--- config.mk ---
export PLATFORM = sky130hd
export DESIGN_NAME = alu_cond_unit
export DESIGN_NICKNAME = d
export VERILOG_FILES = /design/src/rtl/alu_cond_pkg.sv /design/src/rtl/cond_eval.sv /design/src/rtl/alu_cond_unit.sv
export SDC_FILE = /design/constraint.sdc
export NUM_CORES = 1
export LEC_CHECK = 0
export ABC_AREA = 1
export CORE_UTILIZATION = 25
export DETAILED_ROUTE_END_ITERATION = 7
export MAX_ROUTING_LAYER = met4
export SLEW_MARGIN = 20
export SYNTH_ARGS = -nofsm -noshare
export SYNTH_HDL_FRONTEND = slang
export SYNTH_SLANG_ARGS = --single-unit
--- constraint.sdc ---
create_clock -name clk -period 2.8 [get_ports clk]
set_input_delay 0.56 -clock clk [delete_from_list [all_inputs] [get_ports clk]]
set_output_delay 0.56 -clock clk [all_outputs]
set_load 0.02 [all_outputs]
--- src/rtl/alu_cond_pkg.sv ---
// Shared types for the ALU condition unit: condition codes, flag bit positions
// and FSM states.
package alu_cond_pkg;

   typedef enum logic [3:0] {
      EQ   = 4'b0000,
      NE   = 4'b0001,
      CS   = 4'b0010,
      CC   = 4'b0011,
      MI   = 4'b0100,
      PL   = 4'b0101,
      VS   = 4'b0110,
      VC   = 4'b0111,
      HI   = 4'b1000,
      LS   = 4'b1001,
      GE   = 4'b1010,
      LT   = 4'b1011,
      GT   = 4'b1100,
      LE   = 4'b1101,
      AL   = 4'b1110,
      RSVD = 4'b1111
   } cond_e;

   localparam int unsigned FLG_N = 3;
   localparam int unsigned FLG_Z = 2;
   localparam int unsigned FLG_C = 1;
   localparam int unsigned FLG_V = 0;

   typedef enum logic {
      RUN,
      FLUSH
   } state_e;

endpackage

--- src/rtl/cond_eval.sv ---
// Combinational condition-code evaluator: decides whether a condition passes
// against a flag vector and flags the reserved encoding.
module cond_eval
   import alu_cond_pkg::*;
(
   input  logic [3:0] cond_i,
   input  logic [3:0] flags_i,
   output logic       pass_o,
   output logic       illegal_o
);

   logic n_flag, z_flag, c_flag, v_flag;

   assign n_flag = flags_i[FLG_N];
   assign z_flag = flags_i[FLG_Z];
   assign c_flag = flags_i[FLG_C];
   assign v_flag = flags_i[FLG_V];

   always_comb begin
      pass_o    = 1'b0;
      illegal_o = 1'b0;
      case (cond_e'(cond_i))
         EQ:      pass_o = z_flag;
         NE:      pass_o = !z_flag;
         CS:      pass_o = c_flag;
         CC:      pass_o = !c_flag;
         MI:      pass_o = n_flag;
         PL:      pass_o = !n_flag;
         VS:      pass_o = v_flag;
         VC:      pass_o = !v_flag;
         HI:      pass_o = c_flag && !z_flag;
         LS:      pass_o = !c_flag || z_flag;
         GE:      pass_o = (n_flag == v_flag);
         LT:      pass_o = (n_flag != v_flag);
         GT:      pass_o = !z_flag && (n_flag == v_flag);
         LE:      pass_o = z_flag || (n_flag != v_flag);
         AL:      pass_o = 1'b1;
         default: illegal_o = 1'b1;
      endcase
   end

endmodule

--- src/rtl/alu_cond_unit.sv ---
// Consumes ALU result/flags, maintains the flag register, resolves conditional
// execution and branches, and holds a fixed-length flush after a taken branch.
module alu_cond_unit
   import alu_cond_pkg::*;
#(
   parameter int unsigned N            = 8,
   parameter int unsigned FLUSH_CYCLES = 2
) (
   input  logic         clk,
   input  logic         rst_n,
   input  logic         in_valid,
   output logic         in_ready,
   input  logic [3:0]   cond,
   input  logic         flag_wr,
   input  logic         is_branch,
   input  logic [3:0]   alu_flags,
   input  logic [N-1:0] alu_result,
   output logic         out_valid,
   output logic         cond_ex,
   output logic [N-1:0] wb_result,
   output logic         branch_taken,
   output logic         flush,
   output logic         illegal_cond,
   output logic [3:0]   flags_q
);

   state_e         state_q, state_d;
   logic [3:0]     cnt_q, cnt_d;
   logic [3:0]     flags_d;
   logic           out_valid_q, out_valid_d;
   logic           cond_ex_q, cond_ex_d;
   logic [N-1:0]   wb_result_q, wb_result_d;
   logic           branch_q, branch_d;
   logic           illegal_q, illegal_d;
   logic           pass, illegal, accept;

   // Evaluated against the flags from before this op; no bypass of alu_flags.
   cond_eval u_cond_eval (
      .cond_i    (cond),
      .flags_i   (flags_q),
      .pass_o    (pass),
      .illegal_o (illegal)
   );

   assign accept = in_valid && (state_q == RUN);

   always_comb begin
      state_d     = state_q;
      cnt_d       = cnt_q;
      flags_d     = flags_q;
      out_valid_d = 1'b0;
      cond_ex_d   = cond_ex_q;
      wb_result_d = wb_result_q;
      branch_d    = 1'b0;
      illegal_d   = 1'b0;

      if (accept) begin
         out_valid_d = 1'b1;
         cond_ex_d   = pass;
         wb_result_d = pass ? alu_result : '0;
         branch_d    = is_branch && pass;
         illegal_d   = illegal;
         if (flag_wr && pass) begin
            flags_d = alu_flags;
         end
      end

      case (state_q)
         RUN: begin
            if (accept && is_branch && pass) begin
               state_d = FLUSH;
               cnt_d   = 4'(FLUSH_CYCLES);
            end
         end
         FLUSH: begin
            if (cnt_q <= 4'd1) begin
               state_d = RUN;
               cnt_d   = 4'd0;
            end else begin
               cnt_d = cnt_q - 4'd1;
            end
         end
         default: state_d = RUN;
      endcase
   end

   always_ff @(posedge clk or negedge rst_n) begin
      if (!rst_n) begin
         state_q     <= RUN;
         cnt_q       <= 4'd0;
         flags_q     <= 4'b0000;
         out_valid_q <= 1'b0;
         cond_ex_q   <= 1'b0;
         wb_result_q <= '0;
         branch_q    <= 1'b0;
         illegal_q   <= 1'b0;
      end else begin
         state_q     <= state_d;
         cnt_q       <= cnt_d;
         flags_q     <= flags_d;
         out_valid_q <= out_valid_d;
         cond_ex_q   <= cond_ex_d;
         wb_result_q <= wb_result_d;
         branch_q    <= branch_d;
         illegal_q   <= illegal_d;
      end
   end

   assign in_ready     = (state_q == RUN);
   assign flush        = (state_q == FLUSH);
   assign out_valid    = out_valid_q;
   assign cond_ex      = cond_ex_q;
   assign wb_result    = wb_result_q;
   assign branch_taken = branch_q;
   assign illegal_cond = illegal_q;

endmodule

---- After elaboration in Yosys (flattened, before gate mapping) ----
Cells that the tools add are included.
storage, ports and cells
  register bits ........................... 21
  latch bits .............................. 0
  bits in writable memories ............... 0
  ROM bits ................................ 0
  input bits .............................. 21
  output and inout bits ................... 18
  logic and storage cells ................. 56
  memories kept ........................... 0
operators by class
  add/subtract/negate cells ............... 1
  multiply operators ...................... 0
  divide/modulo/power cells ............... 0
  magnitude comparators ................... 1
  equality and inequality tests ........... 17
  shift operators ......................... 0
  multiplexer cells ....................... 12
  bitwise operators ....................... 1
  reductions and logical operators ........ 16
operator list
  operator                                                                  number
  4-bit equality test (second input constant)                               7
  4-bit by 3-bit equality test with 1-bit output (second input constant)    4
  1-bit case mux with 15 select lines                                       1
  15-bit OR reduction                                                       1
  4-bit by 2-bit equality test with 1-bit output (second input constant)    2
  4-bit 2-to-1 mux                                                          2
  8-bit 2-to-1 mux                                                          1
  4-bit case mux with 2 select lines                                        1
  1-bit logical AND                                                         7
  1-bit 2-to-1 mux                                                          6
  4-bit by 1-bit equality test with 1-bit output (second input constant)    1
  4-bit by 1-bit <= comparator with 1-bit output (second input constant)    1
  1-bit logical NOT                                                         4
  4-bit logical NOT                                                         1
  4-bit by 1-bit subtractor with 4-bit output (second input constant)       1
  1-bit logical OR                                                          2
  2-bit by 1-bit inequality test with 1-bit output (second input constant)  1
  1-bit case mux with 2 select lines                                        1
  2-bit AND reduction                                                       1
  1-bit equality test                                                       1
  1-bit inequality test                                                     1
  1-bit inverter                                                            1

---- Depth between registers and ports, before layout ----
  depth after elaboration ................. 6
  depth in mapped cells ................... 12

---- Cells and area by module ----
From an unflattened synthesis, not the netlist that was laid out.
second synthesis, totals
  cells, all modules ...................... 164
  area, all modules ....................... 1147.4 µm²
modules (own cells, without submodules)
  module         times used  cells each  area each (µm²)  seq. area each (µm²)
  alu_cond_unit  1           106         918.4            525.5
  cond_eval      1           58          229.0            0.0

---- Worst setup path before layout ----
OpenSTA, ideal clock, no wires.
  path type ............................... input to register
  start ................................... input port cond[3]
  end ..................................... register flags_q[0]
  library setup time ...................... 0.117 ns
  data arrival time ....................... 1.387 ns
  data required time ...................... 2.683 ns
  setup slack ............................. 1.295 ns
  stages on the path ...................... 11
  cell sequence ........................... nand2_2 > clkinv_1 > nand3_2 > nand2_1 > nand2_1 > nand2_1 > nor2_2 > nand2_4 > buf_12 > nand4_2 > nand2_1
on the way
  cells in the longest elaborated chain, start to end .. 4
RTL lines
  element                                            RTL line              source
  from (decl)                                        alu_cond_unit.sv:13   input logic [3:0] cond,
  4-bit equality test, or another cell as far along  cond_eval.sv:22       case (cond_e'(cond_i))
  1-bit case mux with 15 select lines *              cond_eval.sv:22
  1-bit logical AND *                                alu_cond_unit.sv:63   if (flag_wr && pass) begin
  2-bit AND reduction (no source line) *             -
  to (signal assigned)                               alu_cond_unit.sv:100  flags_q <= flags_d;
  to (decl)                                          alu_cond_unit.sv:24   output logic [3:0] flags_q
Mark *: on every way between the ends. The rest lies on a longest branch, timed or not.
A chain may end at the register's enable or synchronous reset.

---- Worst setup path after layout ----
  start ................................... register state_q, in the netlist flush
  end ..................................... output port in_ready
on the way
  cells in the longest elaborated chain, start to end .. 1
RTL lines
  element                 RTL line             source
  from (decl)             alu_cond_unit.sv:27  state_e state_q, state_d;
  from (signal assigned)  alu_cond_unit.sv:98  state_q <= state_d;
  1-bit inverter          -
  to (decl)               alu_cond_unit.sv:12  output logic in_ready,
No other way between the ends.

==> out/metrics.csv <==
stage;metric;value;unit
floorplan;Initial Utilization;26.7;%
drt;Vias/cell;4.36;
sta;Layout Skew;8.17;ps
power_and_ir_drop;worst IR drop on VDD;395;uV
clock_network;Worst-path clk slew;80;ps
floorplan;core footprint;4470;sq um
setup_path;Worst R2R Setup Slack;1110;ps
outcome;failing checks;DRC;
setup_path;crit path cell chain;clkinv_1, clkdlybuf4s50_1;
setup_path;Worst Reg-to-Reg Cells;7;
yosys;Mean Syn Cell Area;7.97;sq um
clock_network;Max clock buf depth;2;
job;Max Cap Viol;0;
layout;Layout area overhead;40.0;%
drt;final wirelength;2670;um
setup_path;CP required;2240;ps
layout;commonest non-fill, non-tap cell in the layout;nand2_1;
outcome;status;finished with violations;
power_and_ir_drop;Leak;0.000842;uW
global_route;first-pass GRT wire length;4650;um
layout;Ant. Diodes;0;
layout;layout net count;215;
clock_network;number of gates resized after CTS;0;
yosys;Yosys cell types;24;
drt;DRC viols;3;
yosys;syn nets;173;
clock_network;clk root buf;clkbuf_8;
hold_path;worst hold path type;flop to flop;
setup_path;delay-heaviest family, CP;buffers and inverters;
clock_network;CTS HTree Levels;1;
placed_design;post-detail-place hpwl;1980;um
setup_path;Crit path largest cell delay;620;ps
sta;Slew headroom;60.1;%
clock_network;Post-CTS Setup Repair Bufs;0;
drt;drt wl/cell;11.0;um
layout;layout cells sized above 1;13.6;%
sta;RSZ-0062 raised after global routing;false;
layout;non-filler cells, final;243;
setup_path;WS Path Type;flop to output pin;
sta;Final Hold Fails;0;
yosys;mux cell area share after synthesis;0;%
sta;Post-Route Setup TNS;0;ps
placed_design;final RePlAce weighted congestion;0.838;
drt;Pre-antenna DRT Iters;8;
floorplan;die height;71.1;um
setup_path;CP max FO;9;
global_route;pin count of the biggest net entering global routing;22;
setup_path;crit path buf inv count;2;
sta;count of final setup violators;0;
layout;Fillers;463;
global_route;GR Overflow Total;0;
yosys;Yosys reg bits;21;
setup_path;Worst setup SP type;flop;
yosys;Synth Area in Simple Gates;40.3;%
setup_path;CP max stage cell;clkdlybuf4s50_1;
drt;Starting DRT DRC Count;80;
yosys;Netlist Area Pre-Place;1190;sq um
global_route;Tot GR Track Use;12.0;%
drt;post-route ant nets;0;
global_route;via count of the first global-routing pass;1025;
floorplan;die area;5060;sq um
sta;fmax;494;MHz
yosys;sequential-to-total area share from yosys stat;44.0;%
setup_path;worst flop-to-flop path endpoint;flags_q[2]$_DFFE_PN0P_;
clock_network;CTS tree;built;
power_and_ir_drop;pwr/cell area;869;nW/um^2
yosys;cells after synthesis;150;
clock_network;Hold Buf Count CTS;0;
yosys;post-synthesis compound-gate area fraction;4.08;%
layout;commonest cells after routing, fill and taps aside;55 x nand2_1, 38 x clkdlybuf4s50_1, 21 x dfrtp_1;
placed_design;DP Cell Count;239;
setup_path;WP data arrival;1460;ps
clock_network;CTS buffer count;3;
sta;final worst path period share;72.3;%
yosys;Yosys warnings;0;
clock_network;clock sink total;21;
hold_path;hold depth;2;
sta;final-report max-slew violation count;0;
placed_design;I/O Buffers;38;
sta;Slew @ Worst Pin;598;ps
floorplan;I/O pin cnt;39;
yosys;xor/xnor share of the synthesized area;1.47;%
drt;Via Count;1059;
hold_path;Hold Path End;wb_result[7]$_DFFE_PN0P_;
yosys;Adder-Cell Fraction of Synth Area;2.09;%
floorplan;Die Width;71.1;um
global_route;antenna violations before repair;0;
setup_path;Worst R2R Start;flush$_DFF_PN0_;
setup_path;Worst Setup End Kind;output pin;
power_and_ir_drop;Pwr Total;1450;uW
hold_path;HP Start;wb_result[7]$_DFFE_PN0P_;
sta;Final min period;2020;ps
clock_network;clk_lat worst skew;260;ps
yosys;largest family of logic cells by synthesized area;simple AND/OR/NAND/NOR gates;
floorplan;Core Rows;24;
## per-layer routing
| metal | up-vias | track usage (%) | wire [um] |
|---|---|---|---|
| li1 | 555 | - | - |
| met1 | 478 | 16.0 | 1340 |
| met2 | 24 | 18.4 | 1200 |
| met3 | 2 | 1.85 | 115 |
| met4 | 0 | 4.67 | 14 |
| met5 | - | - | 0 |
## worst max path at each step
stage	endpoint	slack, ps	startpoint	depth (start not counted)
5_1_grt	in_ready	670	flush$_DFF_PN0_	2
3_5_place_dp	flags_q[2]$_DFFE_PN0P_	550	cond[2]	10
4_1_cts	in_ready	760	flush$_DFF_PN0_	2
2_1_floorplan	flags_q[0]$_DFFE_PN0P_	1300	cond[3]	11
6_report	in_ready	780	flush$_DFF_PN0_	2
3_3_place_gp	flags_q[2]$_DFFE_PN0P_	550	cond[2]	10
## worst register-to-register path, stage by stage (launching register included)
cell and delay (ps):
dfrtp_1 390, clkinv_1 160, nand2_1 70, buf_4 180, inv_1 460, nand3_2 180, nand2_1 90, nand2_1 40
## final cells by class
class | instances | area, sq um | share of cell area [%]
Clock buffer | 3 | 41.3 | 2.47
Clock inverter | 1 | 5.00 | 0.299
Inverter | 18 | 67.6 | 4.04
Multi-Input combinational cell | 108 | 573 | 34.3
Sequential cell | 21 | 526 | 31.4
Tap cell | 52 | 65.1 | 3.89
Timing Repair Buffer | 40 | 395 | 23.6
## power breakdown
group	switching (uW)	leakage (uW)	internal, uW
Combinational	422	0.000545	320
Clock	100	0.0000255	99.1
Sequential	96.9	0.000271	416
Total	619	0.000842	835
## logic make-up after synthesis
logic type	Yosys count
flip-flops	21
buffers and inverters	21
AO/OA/AOI/OAI	7
AND/OR/NAND/NOR	97
XOR/XNOR	2
adder cells (fa/ha/maj)	2
## flip-flops by register name (all words and copies together), names as in the netlist
| signal | count |
|---|---|
| wb_result | 8 |
| cond_ex | 1 |
| branch_taken | 1 |
| flush | 1 |
| cnt_q | 4 |
| illegal_cond | 1 |
| out_valid | 1 |
| flags_q | 4 |
## synth_stat cells (all sizes together)
cell | n | share of area [%]
nand2 | 58 | 20
dfrtp | 21 | 44
nand3 | 19 | 12
inv | 16 | 5.0
nor2 | 12 | 4.2
o21ai | 5 | 2.4
nand4 | 4 | 2.6
nor3 | 4 | 1.7
buf | 2 | 2.1
clkinv | 2 | 0.63
ha | 2 | 2.1
xor2 | 2 | 1.5
a21boi | 1 | 0.94
a21oi | 1 | 0.73
clkbuf | 1 | 0.31
## metrics by stage
step	utilization, %	worst slack [ps]	area, sq um	hold WS, ps
6_report	37.4	776	1670	486
5_1_grt	37.4	670	1670	534
4_1_cts	37.4	761	1670	491
3_5_place_dp	36.4	550	1630	466
3_3_place_gp	36.4	549	1630	468
2_1_floorplan	-	1300	1190	264
Note: power is estimated with default switching activity, not from simulation.
